==> config.mk <==
export PLATFORM = sky130hd
export DESIGN_NAME = bin2bcd7seg_disp
export DESIGN_NICKNAME = d
export VERILOG_FILES = /design/src/rtl/bin2bcd7seg_disp.sv
export SDC_FILE = /design/constraint.sdc
export NUM_CORES = 1
export LEC_CHECK = 0
export CORE_MARGIN = 3
export CORE_UTILIZATION = 40
export CTS_CLUSTER_SIZE = 30
export DETAILED_ROUTE_END_ITERATION = 12
export PLACE_DENSITY = 0.61
export SYNTH_ARGS = -nofsm -noshare
export SYNTH_HDL_FRONTEND = slang
export SYNTH_SLANG_ARGS = --single-unit
==> constraint.sdc <==
create_clock -name clk -period 3.2 [get_ports clk]
set_clock_uncertainty 0.15 [all_clocks]
set_input_delay 0.48 -clock clk [delete_from_list [all_inputs] [get_ports clk]]
set_output_delay 0.48 -clock clk [all_outputs]
set_load 0.02 [all_outputs]
==> src/rtl/bin2bcd7seg_disp.sv <==
// bin2bcd7seg_disp: takes a signed 8-bit add/subtract result, converts its magnitude
// to BCD with a shift-add-3 engine (8 clocks) and drives a multiplexed 4-digit
// active-low 7-segment display (sign, hundreds, tens, units).
module bin2bcd7seg_disp #(
   parameter int unsigned REFRESH_DIV = 50000,
   parameter bit          LZB         = 1'b1
) (
   input  logic       clk,
   input  logic       rst,
   input  logic       start,
   input  logic [7:0] din,
   input  logic       neg_in,
   output logic       busy,
   output logic       done,
   output logic [3:0] an,
   output logic [6:0] seg
);

   localparam logic IDLE = 1'b0;
   localparam logic CONV = 1'b1;

   localparam int unsigned     CW = (REFRESH_DIV > 2) ? $clog2(REFRESH_DIV) : 1;
   localparam logic [CW-1:0]   TC = CW'(REFRESH_DIV - 1);
   localparam logic [6:0]      SEG_BLANK = 7'b1111111;
   localparam logic [6:0]      SEG_MINUS = 7'b1111110;

   logic        state;
   logic [7:0]  shift_reg;
   logic [11:0] bcd;
   logic [2:0]  step;
   logic        sign_cap;
   logic [3:0]  disp_h, disp_t, disp_u;
   logic        disp_neg;

   logic [7:0]  mag;
   logic [11:0] adj;
   logic [19:0] shifted;
   logic        commit;
   logic [3:0]  disp_h_n, disp_t_n, disp_u_n;
   logic        disp_neg_n;

   logic [CW-1:0] cnt;
   logic [1:0]    idx;
   logic [1:0]    idx_n;
   logic [6:0]    seg_n;

   function automatic logic [6:0] dec7(input logic [3:0] d);
      case (d)
         4'd0:    dec7 = 7'b0000001;
         4'd1:    dec7 = 7'b1001111;
         4'd2:    dec7 = 7'b0010010;
         4'd3:    dec7 = 7'b0000110;
         4'd4:    dec7 = 7'b1001100;
         4'd5:    dec7 = 7'b0100100;
         4'd6:    dec7 = 7'b0100000;
         4'd7:    dec7 = 7'b0001111;
         4'd8:    dec7 = 7'b0000000;
         4'd9:    dec7 = 7'b0000100;
         default: dec7 = SEG_BLANK;
      endcase
   endfunction

   // Magnitude, one add-3/shift step, and the display values as they will be after this edge
   always_comb begin
      mag = neg_in ? (~din + 8'd1) : din;
      for (int unsigned i = 0; i < 3; i++) begin
         adj[i*4 +: 4] = (bcd[i*4 +: 4] >= 4'd5) ? bcd[i*4 +: 4] + 4'd3 : bcd[i*4 +: 4];
      end
      shifted    = {adj, shift_reg} << 1;
      commit     = (state == CONV) && (step == 3'd7);
      disp_h_n   = commit ? shifted[19:16] : disp_h;
      disp_t_n   = commit ? shifted[15:12] : disp_t;
      disp_u_n   = commit ? shifted[11:8]  : disp_u;
      disp_neg_n = commit ? sign_cap       : disp_neg;
   end

   // Conversion FSM and committed display digits
   always_ff @(posedge clk or posedge rst) begin
      if (rst) begin
         state     <= IDLE;
         busy      <= 1'b0;
         done      <= 1'b0;
         shift_reg <= '0;
         bcd       <= '0;
         step      <= '0;
         sign_cap  <= 1'b0;
         disp_h    <= '0;
         disp_t    <= '0;
         disp_u    <= '0;
         disp_neg  <= 1'b0;
      end else begin
         done <= 1'b0;
         case (state)
            IDLE: begin
               if (start) begin
                  shift_reg <= mag;
                  bcd       <= '0;
                  step      <= '0;
                  sign_cap  <= neg_in && (mag != 8'd0);
                  busy      <= 1'b1;
                  state     <= CONV;
               end
            end
            default: begin
               shift_reg <= shifted[7:0];
               bcd       <= shifted[19:8];
               step      <= step + 3'd1;
               if (commit) begin
                  disp_h   <= disp_h_n;
                  disp_t   <= disp_t_n;
                  disp_u   <= disp_u_n;
                  disp_neg <= disp_neg_n;
                  done     <= 1'b1;
                  busy     <= 1'b0;
                  state    <= IDLE;
               end
            end
         endcase
      end
   end

   // Next scan slot and its segment pattern; built from next-state values so an/seg
   // track the scan index and freshly committed digits without an extra cycle of lag
   always_comb begin
      idx_n = (cnt == TC) ? idx + 2'd1 : idx;
      case (idx_n)
         2'd0:    seg_n = dec7(disp_u_n);
         2'd1:    seg_n = (LZB && disp_h_n == 4'd0 && disp_t_n == 4'd0) ? SEG_BLANK : dec7(disp_t_n);
         2'd2:    seg_n = (LZB && disp_h_n == 4'd0) ? SEG_BLANK : dec7(disp_h_n);
         default: seg_n = disp_neg_n ? SEG_MINUS : SEG_BLANK;
      endcase
   end

   // Display scan: refresh counter, slot index and registered digit/segment drive
   always_ff @(posedge clk or posedge rst) begin
      if (rst) begin
         cnt <= '0;
         idx <= '0;
         an  <= 4'b1110;
         seg <= 7'b0000001;
      end else begin
         cnt <= (cnt == TC) ? '0 : cnt + 1'b1;
         idx <= idx_n;
         an  <= ~(4'b0001 << idx_n);
         seg <= seg_n;
      end
   end

endmodule
==> flow_metrics.env, run 1 <==
export IMPL_status="finished, final reports clean"
export IMPL_setup_tns_ns=0
export IMPL_yosysSeqAreaShare_pct=41.3
export IMPL_die_height_um=108
export IMPL_synth_top_cells_by_count="nand2_1, dfrtp_1, inv_1, o21ai_0, nor2_1"
export IMPL_synth_distinct_cells=55
export IMPL_first_pass_iters=5
export IMPL_crit_start="bcd[4]"
export IMPL_viasPerCell=5.50
export IMPL_antenna_cells=0
export IMPL_ant_nets=0
export IMPL_p_sw_mw=1.94
export IMPL_yosysMostFrequentCell="nand2_1"
export IMPL_grt_pass1_wl_um=15800
export IMPL_synth_top_area_cell="dfrtp_1"
export IMPL_clk_latency_ns=0.36
export IMPL_synth_edff_count=0
export IMPL_hold_class="flip-flop to flip-flop"
export IMPL_io_pins=25
export IMPL_tritoncts="done"
export IMPL_netlist_instances=478
export IMPL_worst_path_buf_inv=1
export IMPL_tightest_slew_ns=0.720
export IMPL_grt_total_usage_pct=17.0
export IMPL_finalSetupViolCount=0
export IMPL_fin_crit_sh_pct=94.5
export IMPL_crit_arrival_ns=3.10
export IMPL_grt_ovfl_total=0
export IMPL_numClockSinks=69
export IMPL_first_global_vias=3330
export IMPL_max_freq_mhz=331
export IMPL_fp_dieW_um=108
export IMPL_htree_levels=3
export IMPL_critPathCaptureType="flip-flop"
export IMPL_syn_avg_cell_area_um2=8.78
export IMPL_synth_seq_cells=69
export IMPL_area_delta_synth_final_pct=17.3
export IMPL_syn_cell_area_um2=4200
export IMPL_clock_path_buffers=2
export IMPL_wire_per_inst_um=14.7
export IMPL_clkPwrFrac_pct=16.3
export IMPL_synth_top_area_share_pct=38.7
export IMPL_fin_util_pct=49.2
export IMPL_slew_headroom_pct=51.7
export IMPL_ys_flop_type="dfrtp_1"
export IMPL_crit_chain="inv_1 -> ha_1 -> nand2b_1 -> a21o_1 -> xnor2_2 -> mux2i_4 -> ha_1 -> a311o_1 -> a221o_1 -> a21oi_1 -> a211oi_1"
export IMPL_drive_gt1_share_pct=10.7
export IMPL_clock_root_buffer="clkbuf_8"
export IMPL_largest_register_ffs=16
export IMPL_cpMostUsedCell="ha_1"
export IMPL_cp_max_fo=6
export IMPL_startpoint_type="flip-flop"
export IMPL_rows=36
export IMPL_grt_max_degree=32
export IMPL_vias=3565
export IMPL_critPathKind="flip-flop to flip-flop"
export IMPL_synthesis_nets=510
export IMPL_start_util_pct=42.0
export IMPL_cp_required_ns=3.28
export IMPL_pwr_share_seq_pct=30.7
export IMPL_maxCapViolCount=0
export IMPL_hold_buffers=0
export IMPL_worstHoldStart="cnt[0]"
export IMPL_route_detailed_drc=0
export IMPL_synth_warnings=0
export IMPL_nets=542
export IMPL_slowest_stage="dfrtp_1"
export IMPL_critical_path_max_stage_delay_ns=0.43
export IMPL_min_period_ns=3.02
export IMPL_ys_async_sr_fraction_pct=100
export IMPL_routabilityCongestion=0.873
export IMPL_place_hpwl_um=6980
export IMPL_drt_wl_total_um=9530
export IMPL_combPwrFrac_pct=52.9
export IMPL_rrSetupSlack_ns=0.18
export IMPL_hold_viol_final=0
export IMPL_io_buffers=24
export IMPL_vdd_drop_max_uv=291
export IMPL_core_um2=10000
export IMPL_r2r_start="bcd[4]"
export IMPL_synthTopCellsByArea="dfrtp_1, ha_1, nand2_1, o21ai_0, inv_1"
export IMPL_p_per_area_nw_per_um2=906
export IMPL_cts_buffers_inserted=9
export IMPL_dieArea_um2=11800
export IMPL_clk_pin_slew_ns=0.08
export IMPL_final_max_slew_viol_count=0
export IMPL_antenna_found_initial=0
export IMPL_swShare_pct=43.4
export IMPL_p_int_mw=2.52
export IMPL_leakagePower_nw=2.14
export IMPL_drt_iter0_drc=183
export IMPL_cp_top_family="compound AO/OA/AOI/OAI gates"
## layout by cell type, fill, tap and decap left out, types with 4 or more instances in the layout
cell,synthesis,final
nand2_1,66,65
mux2i_1,11,9
a22o_1,6,6
a21oi_1,26,25
nand3_1,16,16
nor4bb_1,4,4
ha_1,20,20
a31oi_1,4,4
clkdlybuf4s50_1,0,24
inv_1,36,34
nor3b_1,6,6
buf_4,0,15
o21ai_0,33,33
nand2b_1,5,4
a211oi_1,13,13
and3_1,4,4
xnor2_1,11,10
nor2_1,29,29
clkbuf_8,0,10
dfstp_2,4,4
dfrtp_1,65,64
nor3_1,11,11
xor2_1,12,12
o221ai_1,4,4
o31ai_1,11,11
o22ai_1,6,6
clkinvlp_4,0,4
## final timing paths
check                           depth (start not counted)       end
worst max-delay path                                   11    seg[3]
worst min-delay path                                    1    cnt[0]
worst max register to register                         11    seg[3]
worst min register to register                          1    cnt[0]
max in group asynchronous                               3     an[3]
min in group asynchronous                               2  sign_cap
## power by group through the flow
stage | clock [mW] | combinational (mW) | sequential, mW
CTS | 0.747 | 2.27 | 1.37
global route | 0.783 | 2.63 | 1.41
detailed placement | 0 | 2.25 | 1.38
global placement | 0 | 2.24 | 1.38
floorplan | 0 | 1.61 | 1.37
finish | 0.728 | 2.36 | 1.37
## cell type report
type                            instances  area, um^2
Tap cell                              133         166
Clock buffer                           10         138
Timing Repair Buffer                   41         384
Multi-Input combinational cell        349        2280
Sequential cell                        69        1730
Inverter                               39         150
Fill cell                             955        5080
Clock inverter                          6        62.6
Timing Repair inverter                  1        5.00
## layer usage
layer | vias to the layer above | wire (um) | track usage (%)
met4 | 0 | 162 | 7.39
met5 | - | 0 | 0
met3 | 12 | 273 | 2.81
li1 | 1761 | - | -
met1 | 1731 | 4630 | 23.1
met2 | 61 | 4470 | 26.7
## timing repair
action                     in CTS  in global routing
resized for setup               0                 11
setup endpoints to repair       0                  4
buffers inserted                0                  3
hold endpoints to repair        0                  0
## stage by stage
step | setup WS [ns] | area (um^2) | std cells | hold slack (ns) | power [mW]
2_1_floorplan | 0.0620 | 4200 | 478 | 0.275 | 2.97
3_3_place_gp | 0.253 | 4640 | 628 | 0.287 | 3.62
3_5_place_dp | 0.168 | 4640 | 628 | 0.302 | 3.64
4_1_cts | 0.136 | 4840 | 644 | 0.311 | 4.38
5_1_grt | -0.0306 | 4920 | 648 | 0.355 | 4.83
6_report | 0.176 | 4920 | 648 | 0.311 | 4.46
## cells by family (layout without fill, tap and decap cells)
family                   count (synthesis)  after routing  synth area share (%)
flip-flops                              69             69                  41.3
AND/OR/NAND/NOR                        163            163                  18.8
buffers and inverters                   60             97                  5.45
XOR/XNOR                                23             23                  4.80
adder cells (fa/ha/maj)                 20             20                  5.96
multiplexers                            12             12                  2.89
AO/OA/AOI/OAI                          131            131                  20.8
Note: power is estimated with default switching activity, not from simulation.
==> run 2, diff against run 1 <==
Settings changed: CORE_MARGIN 3 to 5.
==> flow_metrics.env, run 2 (same netlist as run 1, synthesis figures left out) <==
export IMPL_antenna_found_initial=0
export IMPL_routabilityCongestion=0.850
export IMPL_critPathCaptureType="flip-flop"
export IMPL_grt_ovfl_total=0
export IMPL_dp_slack_ns=0.100
export IMPL_min_period_ns=3.03
export IMPL_rows=37
export IMPL_fin_crit_sh_pct=94.5
export IMPL_route_detailed_drc=0
export IMPL_wire_per_inst_um=14.9
export IMPL_maxCapViolCount=0
export IMPL_startpoint_type="flip-flop"
export IMPL_final_common_cell="nand2_1"
export IMPL_clock_root_buffer="clkbuf_8"
export IMPL_clock_path_buffers=2
export IMPL_nets=542
export IMPL_first_global_vias=3482
export IMPL_antenna_cells=0
export IMPL_largest_register_ffs=16
export IMPL_numClockSinks=69
export IMPL_tritoncts="done"
export IMPL_layout_common_cells="nand2_1, dfrtp_1, inv_1"
export IMPL_status="finished, final reports clean"
export IMPL_clk_pin_slew_ns=0.07
export IMPL_r2r_end="seg[3]"
export IMPL_vdd_drop_max_uv=307
export IMPL_area_delta_synth_final_pct=16.8
export IMPL_ant_nets=0
export IMPL_worstHoldStart="cnt[0]"
export IMPL_finalSetupViolCount=0
export IMPL_p_per_area_nw_per_um2=910
export IMPL_start_util_pct=40.8
export IMPL_clk_latency_ns=0.35
export IMPL_io_pins=25
export IMPL_hold_viol_final=0
export IMPL_vias=3611
export IMPL_viasPerCell=5.55
export IMPL_cts_buffers_inserted=9
export IMPL_place_hpwl_um=7060
export IMPL_drt_wl_total_um=9670
export IMPL_tightest_slew_ns=0.602
export IMPL_r2r_start="bcd[4]"
export IMPL_first_pass_iters=4
export IMPL_core_um2=10300
export IMPL_hold_class="flip-flop to flip-flop"
export IMPL_rrSetupSlack_ns=0.17
export IMPL_final_cells=651
export IMPL_crit_start="bcd[4]"
export IMPL_critPathKind="flip-flop to flip-flop"
export IMPL_setup_tns_ns=0
export IMPL_dpl_instance_area_um2=4670
export IMPL_htree_levels=3
export IMPL_final_design_area_no_fill_um2=4900
export IMPL_leakagePower_nw=2.15
export IMPL_crit_path_end="seg[3]"
export IMPL_grt_pass1_wl_um=16200
export IMPL_io_buffers=24
export IMPL_worst_slack_ns=0.175
export IMPL_cp_max_fo=5
export IMPL_rr_worst_depth=13
export IMPL_grt_total_usage_pct=15.5
export IMPL_final_max_slew_viol_count=0
export IMPL_drt_iter0_drc=265
export IMPL_dieArea_um2=12600
export IMPL_fp_dieW_um=112
export IMPL_grt_max_degree=43
export IMPL_drive_gt1_share_pct=11.3
export IMPL_die_height_um=112
export IMPL_dp_cells=635
export IMPL_crit_arrival_ns=3.09
export IMPL_slew_headroom_pct=59.8
export IMPL_max_freq_mhz=331
export IMPL_whs_ns=0.301
export IMPL_cp_required_ns=3.26
-- run 2: area by class of cell --
class	instances	area, um^2
fill	1003	5370
multi-input combinational	349	2270
sequential	69	1730
timing repair buffer	42	388
clock buffer	13	179
tap	136	170
inverter	39	146
clock inverter	3	17.5
-- run 2: how the worst min path moves through the flow --
stage	end	slack, ns	cells after the start
floorplan	cnt[0]	0.28	1
global placement	cnt[0]	0.30	1
detailed placement	cnt[0]	0.29	1
CTS	cnt[0]	0.31	1
global route	cnt[0]	0.33	1
finish	cnt[0]	0.30	1
-- run 2: per-stage QoR --
step | total power [mW] | utilization (%)
finish | 4.46 | 47.7
floorplan | 2.97 | -
global placement | 3.64 | 45.5
CTS | 4.42 | 47.4
global route | 4.84 | 47.7
detailed placement | 3.70 | 45.5
-- run 2: timing repair --
action                                  in CTS  in global routing
hold buffers                                 0                  0
gates resized for setup                      0                 11
endpoints found under the setup margin       0                  7
setup buffers                                0                  0
-- run 2: layer usage --
metal | wire length (um) | global-route usage, %
met1 | 4450 | 20.6
met2 | 4670 | 24.9
met3 | 435 | 3.56
met4 | 123 | 5.37
met5 | 0 | 0
-- run 2: power breakdown --
part / switching [mW] / internal, mW
sequential: 0.221 / 1.15
combinational: 1.39 / 1.01
clock: 0.328 / 0.364
total: 1.94 / 2.53
-- run 2: worst max-delay path, stage by stage (launching register included) --
cell and delay, ns:
dfrtp_1 0.44, inv_1 0.16, ha_1 0.22, nand2b_1 0.08
a21o_1 0.28, xnor2_2 0.19, mux2i_2 0.31, inv_1 0.11
ha_1 0.29, inv_1 0.07, a21oi_1 0.06, a221o_1 0.31
a21oi_1 0.15, a211oi_1 0.06
==> run 3, diff against run 2 <==
Settings changed: CORE_MARGIN 5 to 3, GPL_TIMING_DRIVEN set to 0.
==> flow_metrics.env, run 3 (same netlist as run 1, synthesis figures left out) <==
export IMPL_rr_worst_depth=11
export IMPL_grt_max_degree=70
export IMPL_crit_arrival_ns=3.15
export IMPL_hold_viol_final=0
export IMPL_r2r_start="step[0]"
export IMPL_nets=544
export IMPL_vdd_drop_max_uv=394
export IMPL_clk_latency_ns=0.35
export IMPL_tightest_slew_ns=0.862
export IMPL_layout_common_cells="nand2_1, dfrtp_1, inv_1"
export IMPL_startpoint_type="flip-flop"
export IMPL_final_common_cell="nand2_1"
export IMPL_die_height_um=108
export IMPL_clk_pin_slew_ns=0.08
export IMPL_io_pins=25
export IMPL_hold_class="flip-flop to flip-flop"
export IMPL_ant_nets=0
export IMPL_critPathKind="flip-flop to flip-flop"
export IMPL_dp_cells=633
export IMPL_drt_wl_total_um=9920
export IMPL_core_um2=10000
export IMPL_hold_depth=1
export IMPL_finalSetupViolCount=0
export IMPL_worstHoldStart="cnt[0]"
export IMPL_fin_util_pct=48.8
export IMPL_io_buffers=22
export IMPL_tritoncts="done"
export IMPL_grt_total_usage_pct=17.7
export IMPL_wire_per_inst_um=15.3
export IMPL_route_detailed_drc=0
export IMPL_dp_slack_ns=-0.808
export IMPL_clock_root_buffer="clkbuf_8"
export IMPL_antenna_cells=0
export IMPL_leakagePower_nw=2.10
export IMPL_cp_max_fo=10
export IMPL_max_freq_mhz=329
export IMPL_htree_levels=3
export IMPL_final_cells=650
export IMPL_vias=3594
export IMPL_slew_headroom_pct=42.5
export IMPL_numClockSinks=69
export IMPL_cp_required_ns=3.31
export IMPL_place_hpwl_um=7090
export IMPL_whs_ns=0.304
export IMPL_p_per_area_nw_per_um2=911
export IMPL_worst_slack_ns=0.161
export IMPL_final_max_slew_viol_count=0
export IMPL_rows=36
export IMPL_r2r_end="seg[0]"
export IMPL_rsz0062_at_grt="true"
export IMPL_cts_buffers_inserted=9
export IMPL_maxCapViolCount=0
export IMPL_first_global_vias=3353
export IMPL_first_pass_iters=4
export IMPL_area_delta_synth_final_pct=16.2
export IMPL_antenna_found_initial=0
export IMPL_fin_crit_sh_pct=95.0
export IMPL_min_period_ns=3.04
export IMPL_status="finished, final reports clean"
export IMPL_drive_gt1_share_pct=9.09
export IMPL_min_to="cnt[0]"
export IMPL_viasPerCell=5.53
export IMPL_largest_register_ffs=16
export IMPL_rrSetupSlack_ns=0.16
export IMPL_grt_pass1_wl_um=16600
export IMPL_critPathCaptureType="flip-flop"
export IMPL_grt_ovfl_total=0
export IMPL_start_util_pct=42.0
export IMPL_hold_buffers=0
export IMPL_dieArea_um2=11800
export IMPL_routabilityCongestion=0.859
export IMPL_fp_dieW_um=108
export IMPL_drt_iter0_drc=255
export IMPL_clock_path_buffers=2
run 3: timing repair:
item	4_1_cts	5_1_grt
gates resized for setup	10	15
setup buffers	1	2
pin swaps	1	2
setup endpoints to repair	7	7
run 3: per-stage QoR:
step | power (mW) | instance area (um^2) | TNS (ns)
floorplan | 2.97 | 4200 | 0
global placement | 3.52 | 4580 | -28.31
detailed placement | 3.59 | 4590 | -3.79
CTS | 4.36 | 4820 | 0
global route | 4.80 | 4880 | -0.0262
finish | 4.44 | 4880 | 0
run 3: worst max path at each step:
stage,from,to,slack (ns),cells after the start
3_3_place_gp,step[0],seg[3],-0.73,13
2_1_floorplan,step[0],seg[3],0.06,13
4_1_cts,step[0],seg[3],0.02,15
5_1_grt,step[0],seg[3],-0.03,13
3_5_place_dp,step[0],seg[3],-0.81,13
6_report,step[0],seg[0],0.16,11
run 3: worst max-delay path, cell delays in order, from the launching register on:
cell and delay [ns]:
dfrtp_1 0.41, ha_1 0.21, ha_2 0.21, nand2_1 0.14, buf_6 0.17, mux2i_2 0.32
inv_1 0.20, a311oi_1 0.30, a211oi_1 0.07, a311oi_1 0.46, o22a_1 0.21, nand3_1 0.10
run 3: routing by layer:
metal,track usage [%],up-vias,routed length [um]
met5,0,-,0
li1,-,1773,-
met1,25.3,1745,4820
met2,26.9,67,4610
met3,2.99,9,363
met4,6.67,0,128
run 3: layout make-up:
cell class / count / area [um^2]
fill: 985 / 5120
clock inverter: 4 / 47.5
tap: 133 / 166
sequential: 69 / 1730
multi-input combinational: 349 / 2300
timing repair buffer: 25 / 243
buffer: 19 / 97.6
inverter: 39 / 150
clock buffer: 12 / 145
run 3: power by group:
part           switching (mW)  leakage (nW)  internal, mW
sequential              0.200         0.857          1.15
clock                   0.333        0.0964         0.379
combinational            1.43          1.15         0.952
